**config.mk**
```make
export PLATFORM = sky130hd
export DESIGN_NAME = framebuffer_writer_flat
export DESIGN_NICKNAME = d
export VERILOG_FILES = /design/src/rtl/framebuffer_writer_if.sv /design/src/rtl/framebuffer_writer.sv /design/src/flat_wrapper.sv
export SDC_FILE = /design/constraint.sdc
export NUM_CORES = 1
export LEC_CHECK = 0
export ABC_CLOCK_PERIOD_IN_PS = 5700
export CAP_MARGIN = 30
export CELL_PAD_IN_SITES_DETAIL_PLACEMENT = 1
export CELL_PAD_IN_SITES_GLOBAL_PLACEMENT = 1
export CORE_UTILIZATION = 52
export CTS_BUF_LIST = sky130_fd_sc_hd__clkbuf_4 sky130_fd_sc_hd__clkbuf_8
export CTS_CLUSTER_SIZE = 8
export DETAILED_ROUTE_END_ITERATION = 8
export GPL_TIMING_DRIVEN = 0
export HOLD_SLACK_MARGIN = 0.1
export PLACE_DENSITY = 0.8
export SLEW_MARGIN = 20
export SYNTH_ARGS = -nofsm -noshare
export SYNTH_HDL_FRONTEND = slang
export SYNTH_SLANG_ARGS = --single-unit
```
**constraint.sdc**
```tcl
create_clock -name clk -period 5.7 [get_ports clk]
set_input_delay 0.855 -clock clk [delete_from_list [all_inputs] [get_ports clk]]
set_output_delay 0.855 -clock clk [all_outputs]
set_load 0.01 [all_outputs]
```
**src/rtl/framebuffer_writer_if.sv**
```systemverilog
// Pixel plot stream between the draw pipeline and the framebuffer writer.
// Transfer happens on a rising clock edge where plot && ready.
interface framebuffer_writer_if;
  logic [9:0] x;
  logic [9:0] y;
  logic [2:0] color;
  logic       plot;
  logic       ready;

  modport master (
    output x, y, color, plot,
    input  ready
  );

  modport slave (
    input  x, y, color, plot,
    output ready
  );
endinterface

```
**src/rtl/framebuffer_writer.sv**
```systemverilog
// Pixel sink: filters off-screen pixels, buffers bursts in a FIFO and
// commits them to the frame RAM write port; also runs full-screen clears.
module framebuffer_writer #(
  parameter int H_RES      = 320,
  parameter int V_RES      = 240,
  parameter int ADDR_W     = 17,
  parameter int FIFO_DEPTH = 8
) (
  input  logic              clk,
  input  logic              reset_n,
  framebuffer_writer_if.slave pix,
  input  logic              clear_req,
  input  logic [2:0]        clear_color,
  output logic              clear_busy,
  output logic [ADDR_W-1:0] mem_addr,
  output logic [2:0]        mem_data,
  output logic              mem_we,
  output logic [7:0]        drop_count
);

  localparam int PW = $clog2(FIFO_DEPTH);
  localparam logic [1:0] RUN   = 2'd0;
  localparam logic [1:0] DRAIN = 2'd1;
  localparam logic [1:0] CLEAR = 2'd2;
  localparam logic [ADDR_W-1:0] LAST =
    ADDR_W'(H_RES * V_RES - 1);
  localparam logic [9:0] X_LIM = 10'(H_RES);
  localparam logic [9:0] Y_LIM = 10'(V_RES);
  localparam logic [PW:0] FULL_CNT = (PW+1)'(FIFO_DEPTH);

  logic [1:0]        state;
  logic [22:0]       fifo [FIFO_DEPTH];
  logic [PW-1:0]     wr_ptr;
  logic [PW-1:0]     rd_ptr;
  logic [PW:0]       count;
  logic [2:0]        clr_color_q;
  logic [ADDR_W-1:0] clr_cnt;
  logic              full;
  logic              empty;
  logic              accept;
  logic              in_range;
  logic              push;
  logic              pop;
  logic [9:0]        pop_x;
  logic [9:0]        pop_y;
  logic [2:0]        pop_c;

  assign full      = (count == FULL_CNT);
  assign empty     = (count == '0);
  assign pix.ready = (state == RUN) && !full && reset_n;
  assign accept    = pix.plot && pix.ready;
  assign in_range  = (pix.x < X_LIM) && (pix.y < Y_LIM);
  assign push      = accept && in_range;
  assign pop       = ((state == RUN) || (state == DRAIN)) && !empty;
  assign {pop_x, pop_y, pop_c} = fifo[rd_ptr];
  assign clear_busy = (state != RUN);

  always_ff @(posedge clk) begin
    if (push) fifo[wr_ptr] <= {pix.x, pix.y, pix.color};
  end

  always_ff @(posedge clk) begin
    if (!reset_n) begin
      state       <= RUN;
      wr_ptr      <= '0;
      rd_ptr      <= '0;
      count       <= '0;
      clr_color_q <= '0;
      clr_cnt     <= '0;
      mem_we      <= 1'b0;
      mem_addr    <= '0;
      mem_data    <= '0;
      drop_count  <= '0;
    end else begin
      if (push) wr_ptr <= wr_ptr + 1'b1;
      if (pop)  rd_ptr <= rd_ptr + 1'b1;
      if (push && !pop)      count <= count + 1'b1;
      else if (pop && !push) count <= count - 1'b1;

      if (accept && !in_range && drop_count != 8'hff)
        drop_count <= drop_count + 1'b1;

      mem_we <= 1'b0;
      if (pop) begin
        mem_we   <= 1'b1;
        mem_addr <= ADDR_W'(pop_y) * ADDR_W'(H_RES)
                  + ADDR_W'(pop_x);
        mem_data <= pop_c;
      end

      case (state)
        RUN: begin
          if (clear_req) begin
            state       <= DRAIN;
            clr_color_q <= clear_color;
          end
        end
        DRAIN: begin
          // empty implies no pop on this edge
          if (empty) begin
            state   <= CLEAR;
            clr_cnt <= '0;
          end
        end
        CLEAR: begin
          mem_we   <= 1'b1;
          mem_addr <= clr_cnt;
          mem_data <= clr_color_q;
          clr_cnt  <= clr_cnt + 1'b1;
          if (clr_cnt == LAST) state <= RUN;
        end
        default: state <= RUN;
      endcase
    end
  end

endmodule

```
**src/flat_wrapper.sv**
```systemverilog
// flat-port wrapper written by rule: the top's interface ports become plain ports
module framebuffer_writer_flat 
#(
  parameter int H_RES      = 320,
  parameter int V_RES      = 240,
  parameter int ADDR_W     = 17,
  parameter int FIFO_DEPTH = 8
)
  (clk, reset_n, clear_req, clear_color, clear_busy, mem_addr, mem_data, mem_we, drop_count, pix_x, pix_y, pix_color, pix_plot, pix_ready);
  framebuffer_writer_if pix_i ();
  input  logic clk;
  input  logic reset_n;
  input  logic clear_req;
  input  logic [2:0] clear_color;
  output logic clear_busy;
  output logic [ADDR_W-1:0] mem_addr;
  output logic [2:0] mem_data;
  output logic mem_we;
  output logic [7:0] drop_count;
  input wire logic [$bits(pix_i.x)-1:0] pix_x;
  input wire logic [$bits(pix_i.y)-1:0] pix_y;
  input wire logic [$bits(pix_i.color)-1:0] pix_color;
  input wire logic [$bits(pix_i.plot)-1:0] pix_plot;
  output wire logic [$bits(pix_i.ready)-1:0] pix_ready;
  assign pix_i.x = pix_x;
  assign pix_i.y = pix_y;
  assign pix_i.color = pix_color;
  assign pix_i.plot = pix_plot;
  assign pix_ready = pix_i.ready;
  framebuffer_writer #(.H_RES(H_RES), .V_RES(V_RES), .ADDR_W(ADDR_W), .FIFO_DEPTH(FIFO_DEPTH)) u_core (.clk(clk), .reset_n(reset_n), .pix(pix_i), .clear_req(clear_req), .clear_color(clear_color), .clear_busy(clear_busy), .mem_addr(mem_addr), .mem_data(mem_data), .mem_we(mem_we), .drop_count(drop_count));
endmodule
```
# ---- Word-level counts from Yosys, hierarchy flattened
# Memory sizes are Yosys's and may differ from the RTL's. A register that Yosys moved wholly into a read port is not among the register bits.
# Cells that the tools add are included.
dict set report classes {
  n_reduce_logical 25
  div_mod_pow 0
  addsub 7
  magnitude_cmp 2
  mux 18
  eq_ne 8
  bitwise_logic 0
  mul 1
  n_shift 0
}
# operator n
set op_table {}
lappend op_table {{2-to-1 mux 17 bit} 3}
lappend op_table {{case mux 17 bit (2 select lines)} 1}
lappend op_table {{adder 17 x 1 -> 17 bit (second input constant)} 1}
lappend op_table {{adder 17 x 10 -> 17 bit} 1}
lappend op_table {{== test 17 bit (second input constant)} 1}
lappend op_table {{2-to-1 mux 3 bit} 4}
lappend op_table {{multiplier 10 x 3 -> 11 bit (second input constant)} 1}
lappend op_table {{logical AND 1 bit} 10}
lappend op_table {{< comparator 10 x 8 -> 1 bit (second input constant)} 1}
lappend op_table {{< comparator 10 x 9 -> 1 bit (second input constant)} 1}
lappend op_table {{adder 8 x 1 -> 8 bit (second input constant)} 1}
lappend op_table {{2-to-1 mux 4 bit} 2}
lappend op_table {{!= test 8 bit (second input constant)} 1}
lappend op_table {{nonzero test 2 bit} 4}
lappend op_table {{adder 3 x 1 -> 3 bit (second input constant)} 2}
lappend op_table {{2-to-1 mux 2 bit} 3}
lappend op_table {{case mux 2 bit (3 select lines)} 1}
lappend op_table {{zero test 1 bit} 5}
lappend op_table {{adder 4 x 1 -> 4 bit (second input constant)} 1}
lappend op_table {{== test 4 bit (second input constant)} 1}
lappend op_table {{zero test 4 bit} 1}
lappend op_table {{2-to-1 mux 1 bit} 4}
lappend op_table {{!= test 2 x 1 -> 1 bit (second input constant)} 2}
lappend op_table {{AND reduction 2 bit} 2}
lappend op_table {{other kinds (7)} 7}
dict set report word_totals {
  reg_bits 61
  mem_count 1
  romBits 0
  ram_bits 184
  latchBits 0
}
# memory depth word_bits rd rd_clocked_by_memory_dff wr line
set mem_list {}
lappend mem_list {u_core.fifo 8 23 1 1 1 framebuffer_writer.sv:32} ;# logic [22:0] fifo [FIFO_DEPTH];

# ---- Depth between registers and ports, before layout
dict set report depth {
  ltp_word 10
  ltp_mapped 16
  mapped_depth_nobuf 13
}

# ---- Least setup slack after synthesis
# No wires, ideal clock.
dict set report synth_path {
  path_type {register to register}
  from {register (tool-made name)}
  to {register u_core.mem_addr[16]}
  path_stages_with_launch 17
  t_arrival_ns 3.944
  t_required_ns 5.570
  path_buffers 3
  setup_slack_ns 1.625
  period_less_slack_ns 4.075
  cell_sequence {dfxtp_1 -> buf_2 -> buf_4 -> buf_2 -> mux4_2 -> mux2i_1 -> inv_1 -> ha_1 -> ha_1 -> fa_1 -> a211oi_1 -> nor2_1 -> xor2_1 -> nand4_1 -> nor3_1 -> xnor2_1 -> o22ai_1}
}
# item line
set synth_rtl {}
lappend synth_rtl {{to (signal assigned)} framebuffer_writer.sv:86} ;# mem_addr <= ADDR_W'(pop_y) * ADDR_W'(H_RES)
lappend synth_rtl {{to (signal assigned)} framebuffer_writer.sv:107} ;# mem_addr <= clr_cnt;
lappend synth_rtl {{to (decl)} framebuffer_writer.sv:15} ;# output logic [ADDR_W-1:0] mem_addr,

==> metrics.txt <==
Final Cycle Share=0.9049; Die Wd=142.9 um; maximum vdd drop=300.1 uV; DRT iter0 DRCs=449; row cnt=51; global-route usage over all layers=0.2724; Synth Cell Area=10330 um^2; drt total wl=26290 um; floorplan core area=19460 um^2; cts bufs inserted=42; Clock transition at path regs=0.06 ns; Tightest Hold Check Type=flop to flop; status=completed; Startpoint Class=flop; Top Ports=61; final hold violations=0; Power Total=0.006076 W; Clk pwr share=0.269; library cells used by synthesis=53; sequential share of power=0.349; Final Non-Filler Cells=1081; setup TNS=0 ns; Ys Warns=0; Seq/Total Area, Yosys=0.6590; Max-slew headroom=0.4084; Period minus WS final=5.158 ns; CP endpoint kind=flop; Final setup viols=0; placed insts=1005; die area=20430 um^2; hold_buf cts=0; Net Sw Frac=0.3352; Yosys reg bits=248; # Max-Cap Violations=0; Gate power share=0.382; Slew Viols, Final=0; H-tree depth=2; Synth area leader=edfxtp_1; CP required=6.11 ns; router iterations before antenna repair=5; HPWL Detailed=17950 um; internal power=0.004040 W; GP Congestion=0.8439; ys async rst share=0; Layout area overhead=20.12%; Skew-Pair Late Insertion Delay=0.54 ns; Antenna Nets Post-Route=0; vias in the first global route=7031; Synth Instances=667; Die H=142.9 um; initial core utilization=0.5307; P_leak=4.203 nW; port bufs=60; Power Density=489.7 nW/um^2; clock tree buffer depth=3; fin util=0.6375; Clock Tree Root=clkbuf_8; Fill cells=1789; detailed-route DRC error count=0; # nets final=843; unrepaired setup endpoints after global routing=false; NetSw=0.002037 W; # resized after CTS=0; critical path class=flop to flop; slew of the pin with the lowest slew margin=0.8873 ns; Synth Flop Type=edfxtp_1; synthesized area per cell=15.49 um^2; synth top area cells=edfxtp_1, dfxtp_1, mux4_2; Max Freq=0.1939 GHz; layout cell share with drive strength beyond 1=0.2147; Clock Sinks=248; GRT Residual Overflow=0; final worst slack=0.5422 ns; DR WL/cell=24.32 um; Synth top area share=0.5349; Via Count=6368; Clock Skews=0.02844 ns; first-pass GRT wire length=40430 um; Setup WS pre-CTS=0.4925 ns; drt via density=5.891; HP Start=u_core.mem_addr[6]; number of flops mapped to enable cells by yosys=184; Worst Path Arrival=5.57 ns; CP Max Fanout=10; initial antenna violation count=1; CTS tree=built; largest net degree at the start of global routing=16; post-synthesis net count=726; Setup Fix Bufs, Post-CTS=0
==> cells in the final DEF, fill, tap and decap left out, drive strengths merged, types with 6 or more instances in the layout <==
master / instances
edfxtp: 184
clkbuf: 85
nor2: 70
dfxtp: 64
clkdlybuf4s50: 60
mux4: 46
a21oi: 35
nand2: 27
ha: 26
buf: 22
mux2i: 17
xor2: 17
nand3: 14
mux2: 14
o21ai: 11
a221oi: 10
and3: 10
xnor2: 9
nand4: 8
a22oi: 8
inv: 7
nor3: 7
clkinv: 7
nand2b: 6
==> area by class of cell <==
class / count / area, um^2 / share of cell area
clock buffers: 65 / 788.3 / 0.06353
well taps: 265 / 331.6 / 0.02672
clock inverters: 10 / 77.57 / 0.006253
plain buffers: 29 / 128.9 / 0.01039
flip-flops and latches: 248 / 6807 / 0.5486
inverters: 7 / 26.28 / 0.002118
multi-input cells: 383 / 3422 / 0.2758
repair buffers: 73 / 823.3 / 0.06636
diodes: 1 / 2.502 / 0.0002017
==> metrics by stage <==
stage          cell area (um^2)  hold slack, ns
2_1_floorplan             10330          0.4541
3_3_place_gp              11260          0.4692
3_5_place_dp              11540          0.4778
4_1_cts                   12400          0.4857
5_1_grt                   12400          0.5022
6_report                  12410          0.4902
==> state kept, by name (all words and copies together), names as in the netlist, named ones only <==
name,flops
u_core.count,4
u_core.clr_color_q,3
u_core.clr_cnt,17
u_core.state,2
u_core.wr_ptr,3
u_core.fifo,184
u_core.mem_we,1
u_core.mem_data,3
u_core.mem_addr,17
u_core.rd_ptr,3
u_core.drop_count,8
==> layer usage <==
metal  GRT usage  share of wire
met4      0.1087          0.030
met5           0              0
met3     0.05332          0.055
met2      0.4716           0.52
met1      0.3359           0.40
==> power by group through the flow <==
stage	registers, W	logic [W]	clock network (W)
2_1_floorplan	0.00216	0.00165	0
6_report	0.00212	0.00232	0.00164
3_3_place_gp	0.00215	0.00223	0
5_1_grt	0.00213	0.00256	0.00174
3_5_place_dp	0.00216	0.00232	0
4_1_cts	0.00212	0.00235	0.00166
==> worst max-delay path, cell delays in order (launching register included) <==
cell	delay, ns
dfxtp_1	0.34
buf_6	0.17
clkbuf_1	0.54
clkbuf_1	0.69
mux4_2	0.41
mux2i_1	0.40
inv_1	0.14
ha_1	0.30
ha_1	0.22
fa_1	0.40
a211oi_1	0.35
nor2_1	0.10
xor2_1	0.27
nand4_1	0.20
nor3_1	0.21
xnor2_1	0.16
o22ai_1	0.10
==> path summary, 6_finish.rpt <==
| kind | to | slack (ns) | depth (start not counted) |
|---|---|---|---|
| setup / recovery | u_core.mem_addr[16] | 0.54 | 16 |
| hold / removal | u_core.mem_addr[6] | 0.49 | 2 |
| hold reg to reg | u_core.mem_addr[6] | 0.49 | 2 |
| setup reg to reg | u_core.mem_addr[16] | 0.54 | 16 |
==> synth_stat cells (11+ instances only) <==
cell type	count
clkbuf_1	20
edfxtp_1	184
ha_1	26
mux2_2	13
mux2i_1	17
xor2_1	17
nand2_1	26
a21oi_1	35
nand3_1	14
o21ai_0	11
mux4_2	46
dfxtp_1	64
nor2_1	69
==> cell families (layout without fill, tap and decap cells) <==
kind of cell / after synthesis / after routing / share of synthesized area
flip-flops: 248 / 248 / 0.6590
AND/OR/NAND/NOR: 165 / 165 / 0.07692
AO/OA/AOI/OAI: 85 / 85 / 0.05512
multiplexers: 77 / 77 / 0.1324
buffers and inverters: 36 / 184 / 0.01502
adder cells (fa/ha/maj): 29 / 29 / 0.03731
XOR/XNOR: 27 / 27 / 0.02423
other: 0 / 1 / 0
(Power assumes the default switching activity.)
